===== src/rtl/alu_pkg.sv =====
// Shared constants for the ALU: default datapath width and the opcode map.
package alu_pkg;

  localparam int ALU_WIDTH = 8;

  localparam logic [2:0] OP_ADD  = 3'b000;
  localparam logic [2:0] OP_SUB  = 3'b001;
  localparam logic [2:0] OP_AND  = 3'b010;
  localparam logic [2:0] OP_OR   = 3'b011;
  localparam logic [2:0] OP_XOR  = 3'b100;
  localparam logic [2:0] OP_CMP  = 3'b101;
  localparam logic [2:0] OP_SHLA = 3'b110;
  localparam logic [2:0] OP_SHLB = 3'b111;

endpackage


===== src/rtl/alu_core.sv =====
// Combinational ALU datapath: computes the next result, compare flag and
// carry/borrow/shift-out bit from the current operands and opcode.
module alu_core
  import alu_pkg::*;
#(
  parameter int WIDTH = ALU_WIDTH
) (
  input  logic [WIDTH-1:0] a,
  input  logic [WIDTH-1:0] b,
  input  logic [2:0]       opcode,
  output logic [WIDTH-1:0] result,
  output logic             c_flag,
  output logic             cout
);

  // One extra bit on add/sub captures the carry out or the borrow.
  logic [WIDTH:0] sum;
  logic [WIDTH:0] diff;

  assign sum  = {1'b0, a} + {1'b0, b};
  assign diff = {1'b0, a} - {1'b0, b};

  // Opcode decode; every branch assigns all three outputs, and the default
  // clears them so an unknown opcode never leaves stale values behind.
  always_comb begin
    result = '0;
    c_flag = 1'b0;
    cout   = 1'b0;
    case (opcode)
      OP_ADD: begin
        result = sum[WIDTH-1:0];
        cout   = sum[WIDTH];
      end
      OP_SUB: begin
        result = diff[WIDTH-1:0];
        cout   = diff[WIDTH];
      end
      OP_AND: result = a & b;
      OP_OR:  result = a | b;
      OP_XOR: result = a ^ b;
      OP_CMP: c_flag = (a > b);
      OP_SHLA: begin
        result = {a[WIDTH-2:0], 1'b0};
        cout   = a[WIDTH-1];
      end
      OP_SHLB: begin
        result = {b[WIDTH-2:0], 1'b0};
        cout   = b[WIDTH-1];
      end
      default: begin
        result = '0;
        c_flag = 1'b0;
        cout   = 1'b0;
      end
    endcase
  end

endmodule


===== src/rtl/alu.sv =====
// Single-cycle-latency ALU: combinational core followed by one output
// register bank. Operands and opcode are sampled every clock; there is no
// handshake and no enable, so each rising edge updates all outputs.
module alu
  import alu_pkg::*;
#(
  parameter int WIDTH = ALU_WIDTH
) (
  input  logic             clk,
  input  logic             rst_n,
  input  logic [WIDTH-1:0] A,
  input  logic [WIDTH-1:0] B,
  input  logic [2:0]       opcode,
  output logic [WIDTH-1:0] ALU_OUT,
  output logic             C_Flag,
  output logic             Cout
);

  logic [WIDTH-1:0] next_result;
  logic             next_c_flag;
  logic             next_cout;

  alu_core #(.WIDTH(WIDTH)) u_core (
    .a      (A),
    .b      (B),
    .opcode (opcode),
    .result (next_result),
    .c_flag (next_c_flag),
    .cout   (next_cout)
  );

  // Output register bank; reset clears it immediately, independent of clk.
  always_ff @(posedge clk or negedge rst_n) begin
    if (!rst_n) begin
      ALU_OUT <= '0;
      C_Flag  <= 1'b0;
      Cout    <= 1'b0;
    end else begin
      ALU_OUT <= next_result;
      C_Flag  <= next_c_flag;
      Cout    <= next_cout;
    end
  end

endmodule


===== config.mk =====
export PLATFORM = sky130hd
export DESIGN_NAME = alu
export DESIGN_NICKNAME = d
export VERILOG_FILES = /design/src/rtl/alu_pkg.sv /design/src/rtl/alu_core.sv /design/src/rtl/alu.sv
export SDC_FILE = /design/constraint.sdc
export NUM_CORES = 1
export LEC_CHECK = 0
export ABC_CLOCK_PERIOD_IN_PS = 800
export CORE_MARGIN = 2
export CORE_UTILIZATION = 49
export CTS_BUF_LIST = sky130_fd_sc_hd__clkbuf_8
export CTS_CLUSTER_DIAMETER = 60
export DETAILED_ROUTE_END_ITERATION = 8
export PLACE_DENSITY = 0.79
export SLEW_MARGIN = 0
export SYNTH_ARGS = -nofsm -noshare
export SYNTH_HDL_FRONTEND = slang
export SYNTH_HIERARCHICAL = 1
export SYNTH_SLANG_ARGS = --single-unit

===== constraint.sdc =====
create_clock -name clk -period 0.8 [get_ports clk]
set_input_delay 0.24 -clock clk [delete_from_list [all_inputs] [get_ports clk]]
set_output_delay 0.24 -clock clk [all_outputs]
set_load 0.01 [all_outputs]

==> flow_metrics.env, run 1 <==
export IMPL_outcome="stopped before the end"
export IMPL_lastStage="global routing"
export IMPL_firstError="[ERROR GRT-0232] Routing congestion too high. Check the congestion heatmap in the GUI."
export IMPL_ys_flop_type="dfrtp_1"
export IMPL_ys_ff_latch=10
export IMPL_numCtsBuffers=3
export IMPL_synthXorXnorAreaFrac_pct=1.585
export IMPL_cts_root_buffer="clkbuf_8"
export IMPL_netlist_area_mm2=0.001658
export IMPL_grt_use_total_pct=78.50
export IMPL_start_util_pct=50.48
export IMPL_cts_sinks=10
export IMPL_dieWidth_um=62.17
export IMPL_gp_congestion=0.9810
export IMPL_post_dp_cell_area_mm2=0.002629
export IMPL_clockBufferDepth=2
export IMPL_synth_top_family_by_area="compound AO/OA/AOI/OAI gates"
export IMPL_synth_async_reset_ratio_pct=100.0
export IMPL_grt_max_degree=14
export IMPL_fp_row_count=21
export IMPL_cts_hold_buf=0
export IMPL_worst_path_end_type="sequential cell input"
export IMPL_synth_cell_type_count=61
export IMPL_grt_overflow_total=114
export IMPL_synthAdderAreaFrac_pct=20.53
export IMPL_synthMuxAreaShare_pct=5.962
export IMPL_htreeDepth=1
export IMPL_synth_warnings=6
export IMPL_num_io_pins=31
export IMPL_synth_edf_count=0
export IMPL_synth_simple_area_share_pct=17.51
export IMPL_dieHeight_um=62.17
export IMPL_io_buffers=30
export IMPL_crit_endpoint="Cout$_DFF_PN0_/D"
export IMPL_syn_nets=248
export IMPL_dpl_hpwl_mm=4.464
export IMPL_synthCells=201
export IMPL_avgSynthCellArea_um2=8.248
export IMPL_synth_seq_area_share_pct=15.09
export IMPL_synth_compound_area_share_pct=28.60
-- cell usage after synthesis, types with 2 or more instances --
master | number | share of area (%)
o21ai_1 | 4 | 1.2
a21o_1 | 2 | 0.91
clkbuf_1 | 3 | 0.68
fa_1 | 2 | 2.4
a31oi_1 | 3 | 1.1
xnor2_1 | 2 | 1.1
o311ai_1 | 3 | 1.6
a22oi_1 | 5 | 2.3
buf_6 | 4 | 2.7
a31o_1 | 2 | 1.1
o221ai_1 | 2 | 1.1
o21ai_0 | 5 | 1.5
o2111ai_1 | 2 | 1.1
buf_2 | 4 | 1.2
dfrtp_1 | 10 | 15
inv_2 | 4 | 0.91
mux2i_1 | 5 | 3.0
nand4b_1 | 2 | 1.1
nand3b_1 | 2 | 0.91
nand4_1 | 4 | 1.5
nand2_1 | 12 | 2.7
inv_1 | 21 | 4.8
a22o_1 | 2 | 1.1
o31ai_1 | 2 | 0.91
nor3_1 | 2 | 0.60
nand3_1 | 7 | 2.1
o2bb2ai_1 | 2 | 1.1
nor2_1 | 13 | 2.9
ha_1 | 24 | 18
o21bai_1 | 4 | 1.8
a21oi_1 | 12 | 3.6
-- per-stage QoR --
| step | setup TNS (ns) | setup WS [ns] | cells |
|---|---|---|---|
| after floorplan | -6.236 | -0.8284 | 201 |
| after global placement | -16.36 | -1.527 | 335 |
| after detailed placement | -16.87 | -1.641 | 335 |
| after CTS | -8.313 | -0.9389 | 356 |
-- routing by layer --
layer | global-route usage [%] | GRT overflow
met1 | 77.62 | 0
met2 | 98.64 | 58
met3 | 53.62 | 0
met4 | 93.06 | 56
met5 | 1.389 | 0
-- kinds of logic after synthesis --
family | after synthesis
flops | 10
mux | 8
xor+xnor | 3
simple gates | 53
fa+ha+maj | 26
compound gates | 64
buf+inv | 37
-- timing repair --
item                       4_1_cts
resized for setup              184
setup buffers                   18
pin swaps                       45
setup endpoints to repair       20
cloned                           1
==> run 2: changes to the inputs <==
--- a/config.mk
+++ b/config.mk
@@ -5,13 +5,11 @@
 export SDC_FILE = /design/constraint.sdc
 export NUM_CORES = 1
 export LEC_CHECK = 0
-export ABC_CLOCK_PERIOD_IN_PS = 800
+export ABC_CLOCK_PERIOD_IN_PS = 1000
 export CORE_MARGIN = 2
-export CORE_UTILIZATION = 49
-export CTS_BUF_LIST = sky130_fd_sc_hd__clkbuf_8
-export CTS_CLUSTER_DIAMETER = 60
+export CORE_UTILIZATION = 40
 export DETAILED_ROUTE_END_ITERATION = 8
-export PLACE_DENSITY = 0.79
+export PLACE_DENSITY_LB_ADDON = 0.15
 export SLEW_MARGIN = 0
 export SYNTH_ARGS = -nofsm -noshare
 export SYNTH_HDL_FRONTEND = slang
==> constraint.sdc (replaced) <==
create_clock -name clk -period 1 [get_ports clk]
set_input_delay 0.3 -clock clk [delete_from_list [all_inputs] [get_ports clk]]
set_output_delay 0.3 -clock clk [all_outputs]
set_load 0.01 [all_outputs]
==> flow_metrics.env, run 2 <==
export IMPL_synth_async_reset_ratio_pct=100.0
export IMPL_worst_slack_ns=-0.8185
export IMPL_fp_row_count=23
export IMPL_hold_ws_ns=0.3710
export IMPL_crit_chain="buf_8 > buf_12 > inv_12 > ha_4 > fa_2 > o21bai_1 > a21oi_1 > xnor2_1 > o311ai_1 > a21boi_2"
export IMPL_cts_hold_buf=0
export IMPL_slowest_stage="fa_2"
export IMPL_drc=0
export IMPL_final_common_cell="buf_4"
export IMPL_violations="negative setup slack"
export IMPL_grt_max_degree=13
export IMPL_synth_largest_area_cell="ha_1"
export IMPL_ys_ff_latch=10
export IMPL_grt_antenna_before_repair=0
export IMPL_worstMarginPinSlew_ns=0.3356
export IMPL_holdCritPathClass="in -> async"
export IMPL_grt_overflow_total=0
export IMPL_gp_congestion=0.8937
export IMPL_fin_crit_sh_pct=181.9
export IMPL_htreeDepth=1
export IMPL_syn_nets=248
export IMPL_relSlewSlack_pct=77.58
export IMPL_ir_worst_vdd_mv=0.3409
export IMPL_endpoint_kind="register"
export IMPL_dpl_hpwl_mm=4.404
export IMPL_avgSynthCellArea_um2=8.248
export IMPL_leakage_nw=1.455
export IMPL_synthAdderAreaFrac_pct=20.53
export IMPL_p_per_area_mw_per_mm2=788.8
export IMPL_firstDrtPassIters=5
export IMPL_final_cell_mix="buf_4, buf_6, inv_2, ha_4, nand2_1"
export IMPL_routed_wl_mm=6.298
export IMPL_die_area_mm2=0.004676
export IMPL_power_total_mw=2.530
export IMPL_ys_flop_type="dfrtp_1"
export IMPL_numCtsBuffers=3
export IMPL_grt_pass1_wl_mm=9.004
export IMPL_max_stage_delay_ns=0.35
export IMPL_area_growth_pct=93.43
export IMPL_yosysMostFrequentCell="ha_1"
export IMPL_synth_compound_area_share_pct=28.60
export IMPL_synth_cell_type_count=61
export IMPL_ant_nets=0
export IMPL_final_hold_violation_count=0
export IMPL_rsz0062_at_grt="true"
export IMPL_synthCells=201
export IMPL_drive_above_1_share_pct=63.13
export IMPL_outcome="finished with violations"
export IMPL_crit_arrival_ns=1.97
export IMPL_cts_tree="built"
export IMPL_vias=2153
export IMPL_final_nets=369
export IMPL_cts_sinks=10
export IMPL_required_ns=1.15
export IMPL_cts_root_buffer="clkbuf_8"
export IMPL_synth_area_leaders="ha_1, dfrtp_1, inv_1"
export IMPL_largest_register="ALU_OUT"
export IMPL_finalMaxSlewViolations=0
export IMPL_worstSetupPathType="in -> reg"
export IMPL_top_regs="ALU_OUT: 8 flops, C_Flag: 1 flops, Cout: 1 flops"
export IMPL_synth_common_cells="ha_1, inv_1, nor2_1"
export IMPL_cap_violations=0
export IMPL_synthXorXnorAreaFrac_pct=1.585
export IMPL_grt_use_total_pct=25.51
export IMPL_setup_viol_count_final=20
export IMPL_dieHeight_um=68.38
export IMPL_insertedDiodeCount=0
export IMPL_drt_iter0_markers=204
export IMPL_synth_simple_area_share_pct=17.51
export IMPL_wl_per_cell_um=17.02
export IMPL_final_cell_area_mm2=0.003207
export IMPL_synth_edf_count=0
export IMPL_num_io_pins=31
export IMPL_synthMuxAreaShare_pct=5.962
export IMPL_synth_warnings=6
export IMPL_synth_top_family_by_area="compound AO/OA/AOI/OAI gates"
export IMPL_largest_reg_flops=8
export IMPL_max_freq_mhz=549.9
export IMPL_start_util_pct=41.45
export IMPL_clockBufferDepth=2
export IMPL_period_minus_slack_ns=1.819
export IMPL_worstPathMaxFanout=3
export IMPL_routed_via_density=5.819
export IMPL_netlist_area_leader_share_pct=18.11
export IMPL_core_mm2=0.004000
export IMPL_cp_start_kind="input port"
export IMPL_post_dp_cell_area_mm2=0.002651
export IMPL_grt_pass1_vias=1975
export IMPL_synth_seq_area_share_pct=15.09
export IMPL_netlist_area_mm2=0.001658
export IMPL_dieWidth_um=68.38
export IMPL_io_buffers=30
export IMPL_cts_reportedPaths_clkPinSlew_ns=0.04
## run 2: cell counts after synthesis
No cell type changed its count.
## run 2: cell type report
type / instances / area, um2
Tap cell: 50 / 62.56
Fill cell: 232 / 793.3
Sequential cell: 10 / 250.2
Clock buffer: 3 / 41.29
Inverter: 25 / 126.4
Multi-Input combinational cell: 154 / 1650
Timing Repair Buffer: 128 / 1076
## run 2: cells by family after synthesis
logic type / count (synthesis)
compound gates: 64
simple gates: 53
buf+inv: 37
fa+ha+maj: 26
flops: 10
mux: 8
xor+xnor: 3
## run 2: worst max path at each step
| stage | from | to | slack, ns | cells past startpoint |
|---|---|---|---|---|
| floorplan | A[0] | Cout$_DFF_PN0_ | -0.69 | 7 |
| global placement | A[0] | ALU_OUT[4]$_DFF_PN0_ | -1.39 | 10 |
| detailed placement | A[0] | ALU_OUT[4]$_DFF_PN0_ | -1.45 | 10 |
| CTS | A[0] | Cout$_DFF_PN0_ | -0.77 | 9 |
| global route | A[0] | ALU_OUT[4]$_DFF_PN0_ | -0.90 | 10 |
| finish | A[0] | ALU_OUT[4]$_DFF_PN0_ | -0.82 | 10 |
## run 2: routing by layer
metal | vias up | global-route usage [%] | part of all wire (%)
li1 | 984 | - | -
met1 | 1026 | 32.74 | 40
met2 | 120 | 43.75 | 48
met3 | 23 | 2.796 | 7.7
met4 | 0 | 9.000 | 3.8
met5 | - | 0 | 0
## run 2: report_power, final
| group | internal [mW] | total (mW) | switching [mW] | leakage [nW] |
|---|---|---|---|---|
| Clock | 0.261 | 0.392 | 0.131 | 0.0216 |
| Sequential | 0.458 | 0.472 | 0.0144 | 0.124 |
| Combinational | 0.880 | 1.67 | 0.785 | 1.31 |
## run 2: what timing repair did
action                     CTS  global route
setup endpoints to repair   20            20
setup buffers               17             8
hold endpoints to repair     0             0
gates resized for setup    160            40
pin swaps                   46            27
## run 2: worst max-delay path, delay by kind of cell
| kind | cells | cell delay [ns] |
|---|---|---|
| AOI/OAI and AO/OA | 4 | 0.80 |
| adders and majority gates | 2 | 0.50 |
| xor gates and xnor gates | 1 | 0.14 |
| buffers and inverters | 3 | 0.23 |
## run 2: per-stage QoR
step           cells  worst slack, ns  setup TNS [ns]  util [%]
6_report         370          -0.8185          -6.078     80.17
3_5_place_dp     343           -1.446          -13.93     66.28
4_1_cts          363          -0.7711          -6.017     76.17
3_3_place_gp     343           -1.393          -13.71     66.28
5_1_grt          370          -0.9028          -6.858     80.17
2_1_floorplan    201          -0.6884          -4.836         -
Power figures use the tool's default switching activity.
